<file path="src/rtl/sodor_imem_rand_responder_if.sv">
// Fetch request/response channel between the Sodor core and the instruction-memory responder.
interface sodor_imem_rand_responder_if;
    logic        req_valid;
    logic        req_ready;
    logic [31:0] req_addr;
    logic        resp_valid;
    logic        resp_ready;
    logic [31:0] resp_data;
    logic [31:0] resp_addr;
    logic        kill;
    logic        seed_load;
    logic [31:0] seed;

    modport master (
        output req_valid, req_addr, resp_ready, kill, seed_load, seed,
        input  req_ready, resp_valid, resp_data, resp_addr
    );

    modport slave (
        input  req_valid, req_addr, resp_ready, kill, seed_load, seed,
        output req_ready, resp_valid, resp_data, resp_addr
    );
endinterface

</file>
<file path="src/rtl/sodor_imem_rand_responder.sv">
// Instruction-memory responder returning LFSR-driven RV32I OP-IMM words with fixed latency.
// Optional macro IMEM_RESP_LOAD_EN additionally emits LB/LBU loads when L[1:0]==0.
module sodor_imem_rand_responder #(
    parameter int unsigned LATENCY   = 1,
    parameter int unsigned DEPTH     = 4,
    parameter int unsigned WARMUP    = 2,
    parameter logic [31:0] LFSR_SEED = 32'h000001B4
) (
    input logic                       clk,
    input logic                       reset_n,
    sodor_imem_rand_responder_if.slave bus
);
    localparam int unsigned PW = (DEPTH > 1) ? $clog2(DEPTH) : 1;
    localparam int unsigned CW = PW + 1;
    localparam int unsigned WW = $clog2(WARMUP + 2);
    localparam logic [CW-1:0] DEPTH_C = CW'(DEPTH);
    localparam logic [2:0]    LAT_C   = 3'(LATENCY);
    localparam logic [31:0]   NOP     = 32'h00000013;

    function automatic logic [31:0] lfsr_step(input logic [31:0] l);
        logic [31:0] n;
        n = l >> 1;
        if (l[0]) n = n ^ 32'h80200003;
        return n;
    endfunction

    // f carries L[31:7]: imm f[24:13], rs1 f[12:8], funct3 f[7:5], rd f[4:0]
    function automatic logic [31:0] gen_instr(input logic [24:0] f, input logic ld);
        logic [11:0] imm;
        logic [2:0]  f3;
        logic [31:0] w;
        imm = f[24:13];
        f3  = f[7:5];
        if (f3 == 3'd1)
            imm = imm & 12'h01F;
        else if (f3 == 3'd5)
            imm = imm & 12'h41F;
        w = {imm, f[12:8], f3, f[4:0], 7'b0010011};
        if (ld)
            w = {f[24:13] & 12'h03C, 5'd0, f3 & 3'b100, f[4:0], 7'b0000011};
        return w;
    endfunction

    logic          active;
    logic [PW-1:0] wr_ptr;
    logic [PW-1:0] rd_ptr;
    logic [CW-1:0] count;
    logic [31:0]   lfsr;
    logic [WW-1:0] warm_cnt;
    logic [2:0]    age_q   [DEPTH];
    logic [31:0]   addr_q  [DEPTH];
    logic [31:0]   instr_q [DEPTH];

    logic        push;
    logic        pop;
    logic        warming;
    logic        is_load;
    logic [31:0] new_instr;

`ifdef IMEM_RESP_LOAD_EN
    assign is_load = (lfsr[1:0] == 2'b00);
`else
    assign is_load = 1'b0;
`endif

    assign warming   = (warm_cnt < WW'(WARMUP));
    assign new_instr = warming ? NOP : gen_instr(lfsr[31:7], is_load);

    assign bus.req_ready  = active && (count < DEPTH_C) && !bus.kill;
    assign push           = bus.req_valid && bus.req_ready;
    assign bus.resp_valid = (count != '0) && (({1'b0, age_q[rd_ptr]} + 4'd1) >= 4'(LATENCY));
    assign pop            = bus.resp_valid && bus.resp_ready;
    assign bus.resp_data  = bus.resp_valid ? instr_q[rd_ptr] : '0;
    assign bus.resp_addr  = bus.resp_valid ? addr_q[rd_ptr]  : '0;

    // Control state: occupancy, pointers, ages, generator
    always_ff @(posedge clk or negedge reset_n) begin
        if (!reset_n) begin
            active   <= 1'b0;
            wr_ptr   <= '0;
            rd_ptr   <= '0;
            count    <= '0;
            lfsr     <= LFSR_SEED;
            warm_cnt <= '0;
            for (int i = 0; i < DEPTH; i++) age_q[i] <= '0;
        end else begin
            active <= 1'b1;
            for (int i = 0; i < DEPTH; i++)
                if (age_q[i] < LAT_C) age_q[i] <= age_q[i] + 3'd1;
            if (bus.kill) begin
                wr_ptr <= '0;
                rd_ptr <= '0;
                count  <= '0;
            end else begin
                if (push) begin
                    wr_ptr        <= wr_ptr + PW'(1);
                    age_q[wr_ptr] <= '0;
                end
                if (pop) rd_ptr <= rd_ptr + PW'(1);
                count <= count + CW'(push) - CW'(pop);
            end
            if (push && warming) warm_cnt <= warm_cnt + WW'(1);
            // A seed load wins over the advance caused by an accept in the same cycle
            if (bus.seed_load)
                lfsr <= (bus.seed == 32'd0) ? LFSR_SEED : bus.seed;
            else if (push && !warming)
                lfsr <= lfsr_step(lfsr);
        end
    end

    // Payload storage
    always_ff @(posedge clk) begin
        if (push) begin
            addr_q[wr_ptr]  <= bus.req_addr;
            instr_q[wr_ptr] <= new_instr;
        end
    end
endmodule

</file>
<file path="src/flat_wrapper.sv">
// flat-port wrapper written by rule: the top's interface ports become plain ports
module sodor_imem_rand_responder_flat 
#(
    parameter int unsigned LATENCY   = 1,
    parameter int unsigned DEPTH     = 4,
    parameter int unsigned WARMUP    = 2,
    parameter logic [31:0] LFSR_SEED = 32'h000001B4
)
  (clk, reset_n, bus_req_valid, bus_req_addr, bus_resp_ready, bus_kill, bus_seed_load, bus_seed, bus_req_ready, bus_resp_valid, bus_resp_data, bus_resp_addr);
  sodor_imem_rand_responder_if bus_i ();
  input logic clk;
  input logic reset_n;
  input wire logic [$bits(bus_i.req_valid)-1:0] bus_req_valid;
  input wire logic [$bits(bus_i.req_addr)-1:0] bus_req_addr;
  input wire logic [$bits(bus_i.resp_ready)-1:0] bus_resp_ready;
  input wire logic [$bits(bus_i.kill)-1:0] bus_kill;
  input wire logic [$bits(bus_i.seed_load)-1:0] bus_seed_load;
  input wire logic [$bits(bus_i.seed)-1:0] bus_seed;
  output wire logic [$bits(bus_i.req_ready)-1:0] bus_req_ready;
  output wire logic [$bits(bus_i.resp_valid)-1:0] bus_resp_valid;
  output wire logic [$bits(bus_i.resp_data)-1:0] bus_resp_data;
  output wire logic [$bits(bus_i.resp_addr)-1:0] bus_resp_addr;
  assign bus_i.req_valid = bus_req_valid;
  assign bus_i.req_addr = bus_req_addr;
  assign bus_i.resp_ready = bus_resp_ready;
  assign bus_i.kill = bus_kill;
  assign bus_i.seed_load = bus_seed_load;
  assign bus_i.seed = bus_seed;
  assign bus_req_ready = bus_i.req_ready;
  assign bus_resp_valid = bus_i.resp_valid;
  assign bus_resp_data = bus_i.resp_data;
  assign bus_resp_addr = bus_i.resp_addr;
  sodor_imem_rand_responder #(.LATENCY(LATENCY), .DEPTH(DEPTH), .WARMUP(WARMUP), .LFSR_SEED(LFSR_SEED)) u_core (.clk(clk), .reset_n(reset_n), .bus(bus_i));
endmodule
</file>
<file path="config.mk">
export PLATFORM = sky130hd
export DESIGN_NAME = sodor_imem_rand_responder_flat
export DESIGN_NICKNAME = d
export VERILOG_FILES = /design/src/rtl/sodor_imem_rand_responder_if.sv /design/src/rtl/sodor_imem_rand_responder.sv /design/src/flat_wrapper.sv
export SDC_FILE = /design/constraint.sdc
export NUM_CORES = 1
export LEC_CHECK = 0
export CORE_MARGIN = 4
export CORE_UTILIZATION = 50
export DETAILED_ROUTE_END_ITERATION = 12
export GPL_TIMING_DRIVEN = 0
export PLACE_DENSITY = 0.75
export SETUP_SLACK_MARGIN = 0.1
export SYNTH_ARGS = -nofsm -noshare
export SYNTH_HDL_FRONTEND = slang
export SYNTH_SLANG_ARGS = --single-unit
</file>
<file path="constraint.sdc">
create_clock -name clk -period 2.7 [get_ports clk]
set_input_delay 0.54 -clock clk [delete_from_list [all_inputs] [get_ports clk]]
set_output_delay 0.54 -clock clk [all_outputs]
set_load 0.02 [all_outputs]
</file>
==> impl_results.md <==
- M1 WL: 9222 um
- Type of the worst setup path: reg2out
- Switching pwr: approximately 0.004 W
- Final setup viols: 0
- DIE HEIGHT: 156.4 um
- Clock Power Share: 0.254
- Synth area leader: edfxtp_1
- DIE AREA: 0.02446 sq mm
- RePlAce Congestion: 0.8186
- Pre-antenna DRT Iters: 5
- Hold WC Path Type: in2async
- Startpoint class of the critical path: flop
- Reg2Reg Depth: 5
- Fill count: 1473
- First-pass GRT wire length: between 30000 and 40000 um
- TritonCTS Buffers: 27
- HPWL after detailed placement: 13350 um
- Total wire length: approximately 21000 um
- GR Overflow Total: 0
- Sw Share: 0.2890
- Synth top area cells: edfxtp_1, mux4_2, dfrtp_1
- Sequential-to-total area share from yosys stat: 0.7178
- Routed vias/inst: 5.350
- Synth Warn #: 0
- Antenna diode count: 0
- Comb pwr share: 0.400
- Top-count cell post-synth: edfxtp_1
- # IOs: 136
- Area share of the largest cell type after synthesis: 0.6217
- Hold slack: approximately 0.15 ns
- Max_cap viols: 0
- Headroom to the max-slew limit: 0.3774
- Ys flop type: edfxtp_1
- Slowest stage delay, CP: 0.48 ns
- Detailed-route via count: 5885
- CP Data Required Time: 2.16 ns
- Skew-Pair Late Insertion Delay: approximately 0.52 ns
- Htree depth: 1
- Pins Over Slew Limit: 0
- RSZ-0062 raised after global routing: yes
- Overall die width: 156.4 um
- Static leakage: 5.268 nW
- Top Family by Delay on Critical Path: buffers and inverters
- Cells after synthesis: a little over 600
- PwrDens: 999.2 mW/mm^2
- Power Total: 0.01425 W
- Crit path buf inv count: 4
- Max clock buf depth: 3
- Final worst path period need: between 2 and 3 ns
- Stages on worst setup path: 6
- Synth async-reset ratio: 0.1556
- Routed Antenna Nets: 0
- Worst Skew: 0.01573 ns
- Top sig layer: met4
- Initial antenna violation count: 0
- FMAX: approximately 0.38 GHz
- Layout cell share with drive strength beyond 1: 0.3476
- Clk sinks: 270
- Worst-path maximum fanout: 8
- Final Cycle Share: 0.9836
- CP arrival: 2.12 ns
- Peak supply drop: between 0.0004 and 0.0005 V
- Metal3 WL: roughly 1400 um
- Flops & latches, synth: between 200 and 300
- Number of synthesized flops with an enable pin: 228
- Metal2 WL: 10440 um
- # DRC: 0
- Status: finished clean
- TNS Setup: 0 ns
- Mapped Area: 0.01101 sq mm
- Cell internal pwr: 0.01013 W
- Rows: 54
- Initial Util: 0.5062
- Final WS setup: 0.04431 ns
- CP Capture Type: output pin
- Worst slew pin tran: 0.9339 ns
- Seq pwr share: 0.346
- Worst-path cell chain: buf_12, buf_6, buf_16, mux4_2, and2_1, buf_2
- Clk root buf: clkbuf_16
- Cell variety after synth: 37
- NumNets Final: 877
- Largest net degree at the start of global routing: 58
- Post-synth top cells: edfxtp_1, and2_1, mux4_2, dfrtp_1, nand2_1
- Port Buf Inserts: 129
- Clk pin slew, worst setup/hold paths: 0.06 ns
- Dpl ws: -0.3581 ns
- Final Hold Violating Endpoints: 0
- Crit path max-delay cell type: mux4_2
- Layout area overhead: 29.54%
- DRT iter0 DRCs: 392
- Vias in the first global route: 6266
- Core ar.: 0.02176 sq mm
- Mean Syn Cell Area: 18.11 sq um
- CTS tree: done
- GR Util All Layers: 0.1754
- Wire per inst: between 15 and 20 um
## sequential cells by signal, indices dropped and copies added, names as in the netlist
signal           count
u_core.active        1
u_core.addr_q      128
u_core.count         3
u_core.instr_q     100
u_core.lfsr         32
u_core.rd_ptr        2
u_core.warm_cnt      2
u_core.wr_ptr        2
## repair_timing
item                                    4_1_cts  5_1_grt
buffers inserted                             18       12
endpoints found under the setup margin       62       58
hold buffers                                  0        0
hold endpoints to repair                      0        0
pin swaps                                    17       28
gates resized for setup                     388       62
cloned                                        4        0
## routing by layer
metal	vias up	track usage
met5	-	0
met4	0	0.04174
met3	25	0.02517
met2	191	0.2874
met1	2945	0.2535
li1	2724	-
## power by group through the flow
stage / clock network (W) / registers, W / logic, W
detailed placement: 0 / 0.00502 / 0.00438
CTS: 0.00369 / 0.00494 / 0.00528
global route: 0.00390 / 0.00495 / 0.00607
finish: 0.00361 / 0.00494 / 0.00570
global placement: 0 / 0.00501 / 0.00431
floorplan: 0 / 0.00498 / 0.00259
## metrics by stage
step	std cells	cell area, sq um	util
final	1100	14260	0.6557
after CTS	1091	14010	0.6439
after detailed placement	1020	12670	0.5824
after floorplan	611	11030	-
after global routing	1100	14260	0.6557
after global placement	1020	12670	0.5824
## kinds of logic (layout without fill, tap and decap cells)
logic type	Yosys count	after routing	share of synthesized area
multiplexers	83	83	0.1402
adder cells (fa/ha/maj)	7	7	0.008635
XOR/XNOR	8	8	0.006363
flip-flops	270	270	0.7178
buffers and inverters	52	261	0.02591
other	2	5	0.0006820
AO/OA/AOI/OAI	41	41	0.02352
AND/OR/NAND/NOR	145	145	0.07692
## worst paths after layout
kind | from | end | slack, ns
worst min register to register | u_core.warm_cnt[0] | u_core.warm_cnt[0] | 0.47
worst max register to register | u_core.count[2] | u_core.instr_q[3][17] | 0.30
worst min-delay path | reset_n | u_core.active | 0.15
worst max-delay path | u_core.rd_ptr[0] | bus_resp_addr[5] | 0.04
max in group asynchronous | reset_n | u_core.rd_ptr[1] | 1.91
min in group clk | bus_kill | u_core.rd_ptr[0] | 0.22
## final cells by class
type | count | area [sq um] | share of cell area
Timing Repair Buffer | 160 | 1735 | 0.1217
Inverter | 10 | 37.54 | 0.002631
Clock inverter | 15 | 132.6 | 0.009297
Buffer | 42 | 394.1 | 0.02763
Clock buffer | 34 | 742.0 | 0.05201
Sequential cell | 270 | 7906 | 0.5543
Multi-Input combinational cell | 289 | 2967 | 0.2080
Tap cell | 280 | 350.3 | 0.02456
## cells in the final DEF (no fill, tap or decap), types with 4 or more instances in the layout
cell	n
clkdlybuf4s50_1	67
a31oi_1	5
dfrtp_1	35
xor2_1	5
nor2_1	4
buf_6	70
mux4_2	57
inv_1	10
dlygate4sd2_1	4
buf_12	14
clkinv_1	6
nor4_1	8
buf_2	13
ha_1	6
edfxtp_1	228
clkbuf_8	6
and3_1	11
a211oi_2	5
nand2_1	29
and2_4	51
o21ai_1	25
mux2i_1	26
clkbuf_1	13
buf_4	16
and2_1	29
dfstp_2	5
clkbuf_16	27
conb_1	5
No activity file was read; power rests on OpenSTA's default activity.
